`src/rtl/rate_monitor_if.sv`:
```
// rate_monitor_if: monitoring strobes in, rate/elapsed/stall status out
interface rate_monitor_if #(
  parameter int COUNT_WIDTH = 32,
  parameter int SEC_WIDTH = 16
);
  logic enable_i;
  logic clear_i;
  logic second_tick_i;
  logic event_i;
  logic [COUNT_WIDTH-1:0] rate_o;
  logic rate_valid_o;
  logic [SEC_WIDTH-1:0] elapsed_s_o;
  logic timeout_o;
  logic busy_o;
  modport master (
    output enable_i, clear_i, second_tick_i, event_i,
    input rate_o, rate_valid_o, elapsed_s_o, timeout_o, busy_o
  );
  modport slave (
    input enable_i, clear_i, second_tick_i, event_i,
    output rate_o, rate_valid_o, elapsed_s_o, timeout_o, busy_o
  );
endinterface

```
`src/rtl/rate_monitor.sv`:
```
// rate_monitor: windowed operation rate, elapsed seconds and sticky stall flag
module rate_monitor #(
  parameter int COUNT_WIDTH = 32,
  parameter int SEC_WIDTH = 16,
  parameter int WINDOW_S = 1,
  parameter int TIMEOUT_S = 10
) (
  input logic clk,
  input logic rst_i,
  rate_monitor_if.slave bus
);
  localparam int WW = WINDOW_S > 1 ? $clog2(WINDOW_S) : 1;
  typedef enum logic [1:0] {IDLE, ARMED, MEASURE} state_t;
  state_t state, state_nx;
  logic [COUNT_WIDTH-1:0] acc, acc_nx;
  logic [WW-1:0] win;
  logic [SEC_WIDTH-1:0] idle_s, idle_nx, el_nx;
  logic seen, measuring, closing;
  always_comb begin
    state_nx = state;
    if (!bus.enable_i) state_nx = IDLE;
    else if (bus.clear_i || state == IDLE) state_nx = ARMED;
    else if (state == ARMED && bus.second_tick_i) state_nx = MEASURE;
  end
  always_ff @(posedge clk or posedge rst_i)
    if (rst_i) state <= IDLE;
    else state <= state_nx;
  assign measuring = state == MEASURE && bus.enable_i && !bus.clear_i;
  assign closing = measuring && bus.second_tick_i && win == WW'(WINDOW_S - 1);
  assign acc_nx = &acc ? acc : acc + COUNT_WIDTH'(bus.event_i);
  assign el_nx = &bus.elapsed_s_o ? bus.elapsed_s_o : bus.elapsed_s_o + SEC_WIDTH'(1);
  // activity anywhere in the second, including on the tick itself, restarts the stall count
  assign idle_nx = (seen || bus.event_i) ? '0 :
                   idle_s == SEC_WIDTH'(TIMEOUT_S) ? idle_s : idle_s + SEC_WIDTH'(1);
  assign bus.busy_o = state == MEASURE;
  always_ff @(posedge clk or posedge rst_i)
    if (rst_i) begin
      acc <= '0;
      win <= '0;
      idle_s <= '0;
      seen <= 1'b0;
      bus.rate_o <= '0;
      bus.rate_valid_o <= 1'b0;
      bus.elapsed_s_o <= '0;
      bus.timeout_o <= 1'b0;
    end else begin
      bus.rate_valid_o <= 1'b0;
      if (bus.clear_i) begin
        bus.rate_o <= '0;
        bus.elapsed_s_o <= '0;
        bus.timeout_o <= 1'b0;
      end
      if (!measuring) begin
        acc <= '0;
        win <= '0;
        idle_s <= '0;
        seen <= 1'b0;
      end else begin
        acc <= closing ? '0 : acc_nx;
        seen <= !bus.second_tick_i && (seen || bus.event_i);
        if (bus.second_tick_i) begin
          bus.elapsed_s_o <= el_nx;
          win <= closing ? '0 : win + WW'(1);
          idle_s <= idle_nx;
          if (idle_nx == SEC_WIDTH'(TIMEOUT_S)) bus.timeout_o <= 1'b1;
        end else if (bus.event_i) idle_s <= '0;
        if (closing) begin
          bus.rate_o <= acc_nx;
          bus.rate_valid_o <= 1'b1;
        end
      end
    end
endmodule
```
`src/flat_wrapper.sv`:
```
// flat-port wrapper written by rule: the top's interface ports become plain ports
module rate_monitor_flat 
#(
  parameter int COUNT_WIDTH = 32,
  parameter int SEC_WIDTH = 16,
  parameter int WINDOW_S = 1,
  parameter int TIMEOUT_S = 10
)
  (clk, rst_i, bus_enable_i, bus_clear_i, bus_second_tick_i, bus_event_i, bus_rate_o, bus_rate_valid_o, bus_elapsed_s_o, bus_timeout_o, bus_busy_o);
  rate_monitor_if #(.COUNT_WIDTH(COUNT_WIDTH), .SEC_WIDTH(SEC_WIDTH)) bus_i ();
  input logic clk;
  input logic rst_i;
  input wire logic [$bits(bus_i.enable_i)-1:0] bus_enable_i;
  input wire logic [$bits(bus_i.clear_i)-1:0] bus_clear_i;
  input wire logic [$bits(bus_i.second_tick_i)-1:0] bus_second_tick_i;
  input wire logic [$bits(bus_i.event_i)-1:0] bus_event_i;
  output wire logic [$bits(bus_i.rate_o)-1:0] bus_rate_o;
  output wire logic [$bits(bus_i.rate_valid_o)-1:0] bus_rate_valid_o;
  output wire logic [$bits(bus_i.elapsed_s_o)-1:0] bus_elapsed_s_o;
  output wire logic [$bits(bus_i.timeout_o)-1:0] bus_timeout_o;
  output wire logic [$bits(bus_i.busy_o)-1:0] bus_busy_o;
  assign bus_i.enable_i = bus_enable_i;
  assign bus_i.clear_i = bus_clear_i;
  assign bus_i.second_tick_i = bus_second_tick_i;
  assign bus_i.event_i = bus_event_i;
  assign bus_rate_o = bus_i.rate_o;
  assign bus_rate_valid_o = bus_i.rate_valid_o;
  assign bus_elapsed_s_o = bus_i.elapsed_s_o;
  assign bus_timeout_o = bus_i.timeout_o;
  assign bus_busy_o = bus_i.busy_o;
  rate_monitor #(.COUNT_WIDTH(COUNT_WIDTH), .SEC_WIDTH(SEC_WIDTH), .WINDOW_S(WINDOW_S), .TIMEOUT_S(TIMEOUT_S)) u_core (.clk(clk), .rst_i(rst_i), .bus(bus_i));
endmodule
```
`config.mk`:
```
export PLATFORM = sky130hd
export DESIGN_NAME = rate_monitor_flat
export DESIGN_NICKNAME = d
export VERILOG_FILES = /design/src/rtl/rate_monitor_if.sv /design/src/rtl/rate_monitor.sv /design/src/flat_wrapper.sv
export SDC_FILE = /design/constraint.sdc
export NUM_CORES = 1
export LEC_CHECK = 0
export ABC_AREA = 1
export ABC_CLOCK_PERIOD_IN_PS = 5250
export BUFFER_PORTS_ARGS = -buffer_cell sky130_fd_sc_hd__buf_2
export CAP_MARGIN = 25
export CORE_ASPECT_RATIO = 1.5
export CORE_UTILIZATION = 55
export CTS_CLUSTER_SIZE = 28
export DETAILED_ROUTE_END_ITERATION = 8
export GPL_ROUTABILITY_DRIVEN = 0
export PLACE_DENSITY = 0.85
export SYNTH_ARGS = -nofsm -noshare
export SYNTH_HDL_FRONTEND = slang
export SYNTH_SLANG_ARGS = --single-unit
```
`constraint.sdc`:
```
create_clock -name clk -period 5.25 [get_ports clk]
set_clock_uncertainty 0.15 [all_clocks]
set_input_delay 1.575 -clock clk [delete_from_list [all_inputs] [get_ports clk]]
set_output_delay 1.575 -clock clk [all_outputs]
set_load 0.05 [all_outputs]
```
==> results of run 1 <==
==> routing by layer <==
metal  track usage  vias to the layer above  wire length [um]  part of all wire
li1              -                     2529                 -                 -
met1         0.324                     2516              5600              0.39
met2         0.498                      222              7250              0.51
met3        0.0387                       64               707             0.050
met4         0.158                        0               643             0.045
met5             0                        -                 0                 0
==> power by group <==
| group | internal, mW | switching (mW) | total, mW | leakage, nW |
|---|---|---|---|---|
| logic | 0.00778 | 0.0346 | 0.0424 | 1.44 |
| clock network | 0.328 | 0.310 | 0.638 | 0.141 |
| registers | 0.786 | 0.000956 | 0.787 | 1.42 |
| total | 1.12 | 0.345 | 1.47 | 3.00 |
==> cell families (layout without fill, tap and decap cells) <==
logic type,after synthesis,count (layout)
and+or+nand+nor,422,422
DFF,102,102
buffers and inverters,95,149
AOI/OAI and AO/OA,88,88
xor gates and xnor gates,31,31
adders and majority gates,5,5
==> synth_stat cells, drive strengths merged (4+ instances only) <==
library cell  instances  area, um2
nand4                15       93.8
nor3                 36        206
inv                  70        263
a31oi                 5       31.3
xor2                 18        158
clkbuf                6       22.5
nand3                71        360
nor4                  4       31.3
nand2               189        727
dfrtp               102       2550
buf                  19        104
o21ai                38        190
ha                    5       62.6
o22ai                10       62.6
a21oi                26        130
xnor2                13        114
nor2                103        397
==> registers in the layout, summed over array words and instances, names as in the netlist <==
| name | count |
|---|---|
| u_core.seen | 1 |
| u_core.state | 2 |
| u_core.acc | 32 |
| u_core.bus.timeout_o | 1 |
| u_core.idle_s | 16 |
| u_core.win | 1 |
| u_core.bus.rate_valid_o | 1 |
| u_core.bus.rate_o | 32 |
| u_core.bus.elapsed_s_o | 16 |
==> worst max path at each step <==
stage                            start                  endpoint  slack [ps]  cells past startpoint
final                     bus_enable_i  u_core.acc[12]$_DFF_PP0_        1980                      9
after detailed placement  bus_enable_i   u_core.acc[8]$_DFF_PP0_        1660                      9
after global routing      bus_enable_i   u_core.acc[8]$_DFF_PP0_        1820                      9
after global placement    bus_enable_i  u_core.acc[12]$_DFF_PP0_        1760                      9
after CTS                 bus_enable_i   u_core.acc[6]$_DFF_PP0_        1970                      9
after floorplan                  rst_i   u_core.acc[0]$_DFF_PP0_         850                      1
==> worst max-delay path, stage by stage <==
cell and delay [ps]:
sky130_fd_sc_hd__buf_2 110, sky130_fd_sc_hd__nand3_2 120, sky130_fd_sc_hd__nor2_4 250, sky130_fd_sc_hd__nand2_4 210, sky130_fd_sc_hd__nor2_1 190, sky130_fd_sc_hd__buf_4 260, sky130_fd_sc_hd__nor2_1 80, sky130_fd_sc_hd__inv_2 400
sky130_fd_sc_hd__nor3_1 130
==> layout make-up <==
class | count | area, um2
Clock buffer | 9 | 225
Clock inverter | 7 | 53.8
Fill cell | 849 | 3550
Inverter | 70 | 265
Multi-Input combinational cell | 546 | 2670
Sequential cell | 102 | 2550
Tap cell | 115 | 144
Timing Repair Buffer | 63 | 340
==> cells in the final DEF (no fill, tap or decap), types with 2 or more instances in the layout <==
| master | netlist | final |
|---|---|---|
| sky130_fd_sc_hd__buf_4 | 3 | 6 |
| sky130_fd_sc_hd__nand2_4 | 2 | 2 |
| sky130_fd_sc_hd__o21a_1 | 2 | 2 |
| sky130_fd_sc_hd__nor3b_1 | 2 | 2 |
| sky130_fd_sc_hd__xor2_1 | 18 | 18 |
| sky130_fd_sc_hd__o311ai_0 | 2 | 2 |
| sky130_fd_sc_hd__a31oi_1 | 5 | 5 |
| sky130_fd_sc_hd__o22ai_1 | 10 | 10 |
| sky130_fd_sc_hd__nand4_1 | 15 | 15 |
| sky130_fd_sc_hd__inv_1 | 69 | 68 |
| sky130_fd_sc_hd__nor4_1 | 3 | 3 |
| sky130_fd_sc_hd__clkinv_2 | 0 | 2 |
| sky130_fd_sc_hd__a21oi_1 | 26 | 26 |
| sky130_fd_sc_hd__o21ai_0 | 24 | 24 |
| sky130_fd_sc_hd__clkbuf_16 | 0 | 9 |
| sky130_fd_sc_hd__o21ai_1 | 14 | 14 |
| sky130_fd_sc_hd__ha_1 | 5 | 5 |
| sky130_fd_sc_hd__inv_6 | 0 | 4 |
| sky130_fd_sc_hd__nand2_1 | 186 | 186 |
| sky130_fd_sc_hd__nor3_1 | 32 | 32 |
| sky130_fd_sc_hd__nor3_2 | 3 | 3 |
| sky130_fd_sc_hd__nor2_1 | 101 | 101 |
| sky130_fd_sc_hd__dfrtp_1 | 102 | 102 |
| sky130_fd_sc_hd__xnor2_1 | 13 | 13 |
| sky130_fd_sc_hd__o211ai_1 | 2 | 2 |
| sky130_fd_sc_hd__buf_2 | 11 | 56 |
| sky130_fd_sc_hd__nand3_1 | 70 | 70 |
==> run summary, run 1 <==
• **startpoint of the lowest-slack register-to-register path** u_core.acc[20]$_DFF_PP0_
• **P per Cell Area** 235 nW/um2
• **antenna viol nets, final** 0
• **Min-Delay Startpoint** u_core.bus.timeout_o$_DFF_PP0_
• **routed via count** 5,331
• **slew margin rel.** 0.484
• **post-synthesis to final-layout area growth** 11.4%
• **worst min-delay path endpoint** u_core.bus.timeout_o$_DFF_PP0_
• **clock tree from TritonCTS** yes
• **element type at the critical path start** input port
• **instance count of the mapped netlist** 743
• **post-layout instance count excluding filler cells** 912
• **maximum clock insertion buffer count** 2
• **Num Clock Sinks** 102
• **final core utilization** 0.638
• **post-synth design cell area** 5610 um2
• **count of cells along the worst hold path** 2
• **type of the most critical hold path** flop to flop
• **num rows** 44
• **Worst R2R End** u_core.bus.rate_o[9]$_DFF_PP0_
• **Die W** 84.4 um
• **post-synthesis compound-gate area fraction** 0.0870
• **upper clock frequency limit** 306 MHz
• **final critical-path setup slack** 1980 ps
• **Hold Buf Count CTS** 0
• **clock transition at the registers of the reported paths** 70 ps
• **DR vias/cell** 5.85
• **leakage power summed over all cells** 3.00 nW
• **first-pass GRT wire length** 23,900 um
• **crit path time final** 3270 ps
• **pre-CTS WS** 1660 ps
• **violated checks** DRC
• **Net count, final** 803
• **worst slew pin tran** 774 ps
• **worst reg-to-reg path cell count** 9
• **H-tree level count** 3
• **first-pass iteration count of the detailed router** 8
• **vertical die dimension** 126 um
• **Post-Synthesis Net Count** 754
• **setup slack of the most critical reg-to-reg path** 2810 ps
• **fin. max-slew vios** 0
• **register bit total from synthesis** 102
• **prevailing post-synth register cell** sky130_fd_sc_hd__dfrtp_1
• **Post-Synthesis Mean Instance Area** 7.55 um2
• **overall die area** 10,600 um2
• **adder and majority gate portion of the synthesized area** 0.0112
• **port buffer count** 56
• **WS Path Type** input port to flop
• **total chip power** 1.47 mW
• **final antenna diode count** 0
• **number of violations reported at the end of detailed-routing iteration 0** 408
• **asr flop ratio synth** 1.00
• **portion of netlist area occupied by mux cells** 0
• **sequential share of the synthesized area** 0.455
• **total routed wirelength** 14,200 um
• **top-level port count** 57
• **number of endpoints with negative hold slack in the final report** 0
• **core outline area** 9800 um2
• **setup-violating endpoint count in the final report** 0
• **number of synthesized flops with an enable pin** 0
• **clock buffer count from CTS** 9
• **number of synthesis warnings** 0
• **share of synthesized cell area in and, or, nand and nor gates** 0.329
• **Starting Density** 0.572
• **number of unique standard cell types used by synthesis** 39
• **crit path DAT** 3330 ps
• **CP required** 5310 ps
• **count of cells resized by post-cts repair** 0
• **number of cells in the design after placement** 896
• **run status** finished with violations
• **antenna violations before repair** 0
• **worst-path maximum fanout** 32
• **latest clock arrival within the worst-skew pair** 350 ps
• **final cell area excluding filler cells** 6250 um2
• **setup repair after global routing missed its margin** false
• **DR DRC count** 4
• **Final HPWL DP** 10,400 um
• **area of placed instances** 5970 um2
• **layout cells sized above 1** 0.118
• **fraction of synthesized cell area in xor and xnor cells** 0.0484
• **routed length per placed instance** 15.6 um
• **vias in the first global route** 5,315
• **worst IR drop on VDD** 0.167 mV
• **buffer count from post-CTS setup fixing** 0
• **largest net degree at the start of global routing** 61
• **max-capacitance violation count** 0
• **kind of capture point of the worst setup path** flop
• **all-layer global routing usage** 0.281
• **Congestion Overflow GR** 0
• **portion of the clock cycle consumed by the worst path in the final layout** 0.623
• **Root Driver** sky130_fd_sc_hd__clkbuf_16
• **worst hold slack across all endpoints** 331 ps
• **final setup TNS** 0 ps
• **dominant combinational cell family by area after synthesis** simple AND/OR/NAND/NOR gates
(Power assumes the default switching activity.)
==> run 2, diff against run 1 <==
ABC_CLOCK_PERIOD_IN_PS = 3000   (was 5250)
CORE_UTILIZATION = 54   (was 55)
PLACE_DENSITY = 0.87   (was 0.85)
clock period = 3 ns   (was 5.25 ns; I/O delays follow)
==> run summary, run 2 (synthesis gave the netlist of run 1 again) <==
• **run status** complete, no violations
• **Die W** 85.2 um, +0.90%
• **routed via count** 5,282, -0.92%
• **Worst R2R End** u_core.bus.rate_o[28]$_DFF_PP0_
• **H-tree level count** 3, unchanged
• **sequential cell area in the final layout** 2550 um2, unchanged
• **slew margin rel.** 0.571, +0.0874
• **antenna viol nets, final** 0, unchanged
• **first-pass iteration count of the detailed router** 5, -3
• **leakage power summed over all cells** 3.04 nW, +1.4%
• **portion of the clock cycle consumed by the worst path in the final layout** 0.827
• **final setup TNS** 0 ps, unchanged
• **clock buffer count from CTS** 9, unchanged
• **count of cells along the worst hold path** 2, unchanged
• **worst min-delay path endpoint** u_core.bus.timeout_o$_DFF_PP0_
• **worst IR drop on VDD** 0.271 mV, +62%
• **layout cells sized above 1** 0.121, +0.00316
• **area of placed instances** 6030 um2, +1.1%
• **Num Clock Sinks** 102, unchanged
• **latest clock arrival within the worst-skew pair** 350 ps, about the same
• **post-synthesis to final-layout area growth** 13.3%
• **core outline area** 10,100 um2, +3.4%
• **overall die area** 10,800 um2, +1.8%
• **crit path DAT** 2570 ps, -760 ps
• **largest net degree at the start of global routing** 48, -21%
• **setup-violating endpoint count in the final report** 0, unchanged
• **Net count, final** 807, +0.50%
• **# fillers** 859, +1.2%
• **total routed wirelength** 14,000 um, -1.7%
• **final cell area excluding filler cells** 6360 um2, +1.7%
• **num rows** 45, +2.3%
• **Congestion Overflow GR** 0, unchanged
• **Final HPWL DP** 10,000 um, -3.9%
• **all-layer global routing usage** 0.273, -0.00761
• **fin. max-slew vios** 0, unchanged
• **Root Driver** sky130_fd_sc_hd__clkbuf_16
• **antenna violations before repair** 0, unchanged
• **top-level port count** 57, unchanged
• **clock tree from TritonCTS** yes
• **worst-path maximum fanout** 5, -84%
• **WS Path Type** input port to flop
• **biggest registers after layout** u_core.acc (32), u_core.bus.rate_o (32)
• **Hold Buf Count CTS** 0, unchanged
• **element type at the critical path start** input port
• **startpoint of the lowest-slack register-to-register path** u_core.acc[19]$_DFF_PP0_
• **upper clock frequency limit** 403 MHz
• **combined area of the multi-input logic cells** 2670 um2, unchanged
• **DR vias/cell** 5.75, -1.6%
• **worst slew pin tran** 642 ps, -132 ps
• **crit path time final** 2480 ps
• **maximum clock insertion buffer count** 2, unchanged
• **count of cells resized by post-cts repair** 0, unchanged
• **setup repair after global routing missed its margin** false
• **DR DRC count** 0, -4
• **kind of capture point of the worst setup path** flop
• **setup slack of the most critical reg-to-reg path** 700 ps, -2110 ps
• **first-pass GRT wire length** 23,200 um, -3.0%
• **worst reg-to-reg path cell count** 9, unchanged
• **most common cell after layout, fill and taps aside** sky130_fd_sc_hd__nand2_1
• **buffer count from post-CTS setup fixing** 0, unchanged
• **Starting Density** 0.553, -0.0189
• **number of endpoints with negative hold slack in the final report** 0, unchanged
• **type of the most critical hold path** flop to flop
• **clock transition at the registers of the reported paths** 70 ps, about the same
• **commonest non-fill, non-tap cells in the layout** 186 x sky130_fd_sc_hd__nand2_1, 102 x sky130_fd_sc_hd__dfrtp_1, 101 x sky130_fd_sc_hd__nor2_1
• **final antenna diode count** 0, unchanged
• **max-capacitance violation count** 0, unchanged
• **worst setup path startpoint** bus_event_i
• **routed length per placed instance** 15.2 um, -2.3%
• **vias in the first global route** 5,111, -3.8%
• **Min-Delay Startpoint** u_core.bus.timeout_o$_DFF_PP0_
• **port buffer count** 56, unchanged
• **vertical die dimension** 127 um, +0.91%
• **number of violations reported at the end of detailed-routing iteration 0** 455, +12%
• **CP required** 3090 ps, -2220 ps
• **P per Cell Area** 429 nW/um2, +83%
==> run 2: area by class of cell <==
class | instances | share of cell area
Multi-Input combinational cell | 546 | 0.419
Sequential cell | 102 | 0.402
Timing Repair Buffer | 67 | 0.0630
Inverter | 70 | 0.0419
Clock buffer | 11 | 0.0382
Tap cell | 117 | 0.0230
Clock inverter | 5 | 0.0128
==> run 2: worst max path at each step <==
stage	end	slack (ps)	depth (start not counted)
floorplan	u_core.bus.rate_o[30]$_DFF_PP0_	610	11
global placement	u_core.bus.rate_o[20]$_DFF_PP0_	250	11
detailed placement	u_core.bus.rate_o[20]$_DFF_PP0_	220	11
CTS	u_core.bus.rate_o[26]$_DFF_PP0_	570	12
global route	u_core.bus.rate_o[20]$_DFF_PP0_	300	11
finish	u_core.bus.rate_o[26]$_DFF_PP0_	520	12
==> run 2: layer usage <==
metal | vias to the layer above | global-route usage | share of wire
met3 | 41 | 0.0488 | 0.047
li1 | 2549 | - | -
met4 | 0 | 0.142 | 0.034
met1 | 2497 | 0.301 | 0.38
met5 | - | 0 | 0
met2 | 195 | 0.495 | 0.54
==> run 2: stage by stage <==
| stage | setup WS, ps | std cells | utilization | hold WS, ps | power (mW) |
|---|---|---|---|---|---|
| after floorplan | 611 | 743 | - | 368 | 1.46 |
| after global placement | 248 | 902 | 0.595 | 316 | 1.48 |
| after detailed placement | 221 | 902 | 0.595 | 322 | 1.49 |
| after CTS | 565 | 918 | 0.627 | 342 | 2.75 |
| after global routing | 302 | 918 | 0.627 | 375 | 2.81 |
| final | 518 | 918 | 0.627 | 336 | 2.73 |
==> run 2: where the power goes <==
part	leakage (nW)	switching (mW)	total [mW]	internal, mW
Clock	0.156	0.513	1.27	0.756
Sequential	1.42	0.00157	1.38	1.38
Combinational	1.46	0.0630	0.0814	0.0184
Total	3.04	0.577	2.73	2.15
==> run 2: critical path: stages <==
cell	delay, ps
sky130_fd_sc_hd__buf_2	120
sky130_fd_sc_hd__ha_1	210
sky130_fd_sc_hd__ha_1	180
sky130_fd_sc_hd__inv_1	60
sky130_fd_sc_hd__nor2_1	180
sky130_fd_sc_hd__nand2_1	180
sky130_fd_sc_hd__nor2_1	240
sky130_fd_sc_hd__nand2_1	100
sky130_fd_sc_hd__xor2_1	180
sky130_fd_sc_hd__nand2_1	80
sky130_fd_sc_hd__nand2_1	70
sky130_fd_sc_hd__nand2_1	60
==> run 3, diff against run 2 <==
ABC_AREA = 0   (was 1)
ABC_CLOCK_PERIOD_IN_PS = 2000   (was 3000)
CORE_UTILIZATION = 53   (was 54)
PLACE_DENSITY = 0.86   (was 0.87)
clock period = 2 ns   (was 3 ns; I/O delays follow)
==> run summary, run 3 <==
• **run status** finished with violations
• **violated checks** setup timing
• **worst hold slack across all endpoints** 73.1 ps, -263 ps
• **clock tree from TritonCTS** yes
• **asr flop ratio synth** 1.00, unchanged
• **layout cells sized above 1** 0.420, +0.298
• **Starting Density** 0.551, -0.00235
• **type of the most critical hold path** input port to async pin
• **all-layer global routing usage** 0.323, +0.0502
• **Hold Buf Count CTS** 0, unchanged
• **number of endpoints with negative hold slack in the final report** 0, unchanged
• **antenna violations before repair** 1, +1
• **largest net degree at the start of global routing** 42, -13%
• **total routed wirelength** 18,100 um, +29%
• **most common cell after layout, fill and taps aside** sky130_fd_sc_hd__buf_4
• **num rows** 42, -6.7%
• **slew margin rel.** 0.669, +0.0981
• **DR vias/cell** 6.64, +15%
• **P per Cell Area** 555 nW/um2, +29%
• **worst reg-to-reg path cell count** 6, -3
• **first-pass iteration count of the detailed router** 5, unchanged
• **routed via count** 5,276, -0.11%
• **port buffer count** 56, unchanged
• **number of synthesis warnings** 0, unchanged
• **prevailing post-synth register cell** sky130_fd_sc_hd__dfrtp_1
• **portion of the clock cycle consumed by the worst path in the final layout** 1.22
• **top-level port count** 57, unchanged
• **Die W** 80.7 um, -5.3%
• **clock buffer count from CTS** 9, unchanged
• **post-layout instance count excluding filler cells** 795, -13%
• **longest individual stage delay on the worst path** 470 ps, +230 ps
• **max-capacitance violation count** 0, unchanged
• **register bit total from synthesis** 102, unchanged
• **setup-violating endpoint count in the final report** 67, +67
• **vertical die dimension** 120 um, -5.3%
• **crit path DAT** 2540 ps, -30 ps
• **fraction of synthesized cell area taken by the top area cell type** 0.519, +0.0634
• **element type at the critical path start** flop
• **leakage power summed over all cells** 3.16 nW, +3.8%
• **pre-CTS WS** -451 ps, -672 ps
• **final critical-path setup slack** -438 ps, -957 ps
• **first-pass GRT wire length** 23,900 um, +2.8%
• **instance count of the mapped netlist** 527, -29%
• **worst slew pin tran** 495 ps, -148 ps
• **final setup TNS** -10,880 ps, -10,880 ps
• **area of placed instances** 6160 um2, +2.2%
• **Post-Synthesis Net Count** 538, -29%
• **post-synthesis to final-layout area growth** 45.7%
• **number of violations reported at the end of detailed-routing iteration 0** 729, +60%
• **core outline area** 8930 um2, -12%
• **routed length per placed instance** 22.7 um, +49%
• **CP required** 2100 ps, -990 ps
• **latest clock arrival within the worst-skew pair** 360 ps, about the same
• **Synth area leader** sky130_fd_sc_hd__dfrtp_1
• **number of synthesized flops with an enable pin** 0, unchanged
• **final core utilization** 0.803, +0.175
• **most frequent cell after synthesis** sky130_fd_sc_hd__dfrtp_1
• **upper clock frequency limit** 410 MHz
• **fin. max-slew vios** 0, unchanged
• **number of cells in the design after placement** 758, -16%
• **overall die area** 9680 um2, -10%
• **worst-path maximum fanout** 6, +1
• **setup slack of the most critical reg-to-reg path** -440 ps, -1140 ps
• **worst IR drop on VDD** 0.632 mV, +130%
• **Worst R2R End** u_core.bus.timeout_o$_DFF_PP0_
• **worst setup path endpoint** u_core.bus.timeout_o$_DFF_PP0_
• **leading cell types by count after synthesis** 102 x sky130_fd_sc_hd__dfrtp_1, 68 x sky130_fd_sc_hd__nor2_1, 63 x sky130_fd_sc_hd__nand3_1, 56 x sky130_fd_sc_hd__o21ai_0, 39 x sky130_fd_sc_hd__nand2_1
• **commonest non-fill, non-tap cells in the layout** 96 x sky130_fd_sc_hd__buf_4, 93 x sky130_fd_sc_hd__dfrtp_1, 59 x sky130_fd_sc_hd__nor2_1
• **antenna viol nets, final** 0, unchanged
• **final cell area excluding filler cells** 7170 um2, +13%
• **WS Path Type** flop to flop
• **worst setup path startpoint** u_core.idle_s[2]$_DFFE_PP0P_
• **Final HPWL DP** 9520 um, -5.0%
• **startpoint of the lowest-slack register-to-register path** u_core.idle_s[2]$_DFFE_PP0P_
• **cell at the slowest stage of the critical path** sky130_fd_sc_hd__dfrtp_2
• **Post-Synthesis Mean Instance Area** 9.34 um2, +24%
• **crit path time final** 2440 ps
• **clock transition at the registers of the reported paths** 80 ps, about the same
• **main area contributors after synthesis** sky130_fd_sc_hd__dfrtp_1 52%, sky130_fd_sc_hd__nand3_1 6.4%, sky130_fd_sc_hd__o21ai_0 5.7%
• **Num Clock Sinks** 102, unchanged
• **post-synth design cell area** 4920 um2, -12%
• **setup repair after global routing missed its margin** true
• **DR DRC count** 0, unchanged
• **total chip power** 3.98 mW, +46%
• **H-tree level count** 3, unchanged
• **Congestion Overflow GR** 0, unchanged
• **biggest registers after layout** u_core.acc (32), u_core.bus.rate_o (32)
• **Root Driver** sky130_fd_sc_hd__clkbuf_16
• **CP Cell Sequence** buf_4 -> nand3_1 -> xnor2_2 -> nand4_1 -> a2111o_1 -> o32ai_2
• **vias in the first global route** 5,087, -0.47%
• **kind of capture point of the worst setup path** flop
• **sequential share of the synthesized area** 0.519, +0.0634
• **number of unique standard cell types used by synthesis** 50, +28%
• **Net count, final** 690, -14%
• **maximum clock insertion buffer count** 2, unchanged
==> run 3: cell families (layout without fill, tap and decap cells) <==
| family | Yosys count | in the layout | synth area share |
|---|---|---|---|
| multiplexers | 6 | 6 | 0.0127 |
| buffers and inverters | 37 | 194 | 0.0308 |
| AND/OR/NAND/NOR | 240 | 240 | 0.241 |
| adder cells (fa/ha/maj) | 5 | 5 | 0.0127 |
| flip-flops | 102 | 102 | 0.519 |
| other | 0 | 1 | 0 |
| XOR/XNOR | 41 | 41 | 0.0730 |
| AO/OA/AOI/OAI | 96 | 96 | 0.111 |
==> run 3: final cells by class <==
class	instances	area, um2
multi-input cells	388	2880
clock inverters	4	47.5
clock buffers	12	236
well taps	110	138
flip-flops and latches	102	2560
diodes	1	2.50
inverters	10	41.3
repair buffers	168	1260
fillers	459	1760
==> run 3: layer usage <==
metal	part of all wire	GRT usage
met1	0.33	0.350
met2	0.53	0.574
met3	0.071	0.0624
met4	0.074	0.180
met5	0	0
==> run 3: what timing repair did <==
action                                  4_1_cts  5_1_grt
pin swaps                                    19       45
endpoints found under the setup margin       56       77
setup buffers                                 7       13
gates resized for setup                      22       96
==> run 3: worst min path at each step <==
stage / from / endpoint / slack (ps)
6_report: rst_i / u_core.acc[27]$_DFF_PP0_ / 70
4_1_cts: rst_i / u_core.idle_s[12]$_DFFE_PP0P_ / 80
2_1_floorplan: u_core.win$_DFFE_PP0P_ / u_core.win$_DFFE_PP0P_ / 340
3_3_place_gp: u_core.bus.rate_o[14]$_DFF_PP0_ / u_core.bus.rate_o[14]$_DFF_PP0_ / 340
5_1_grt: rst_i / u_core.acc[23]$_DFF_PP0_ / 80
3_5_place_dp: u_core.bus.rate_o[9]$_DFF_PP0_ / u_core.bus.rate_o[9]$_DFF_PP0_ / 350
==> run 3: where the power goes <==
part	internal [mW]	switching, mW
Clock	0.969	0.805
Combinational	0.0389	0.0976
Sequential	2.06	0.00441
Total	3.07	0.907
==> run 3: worst max-delay path, delay by kind of cell (launching register included) <==
family	cells	cell delay [ps]
DFF	1	470
buffers and inverters	1	180
AOI/OAI and AO/OA	2	750
xor gates and xnor gates	1	370
and+or+nand+nor	2	410
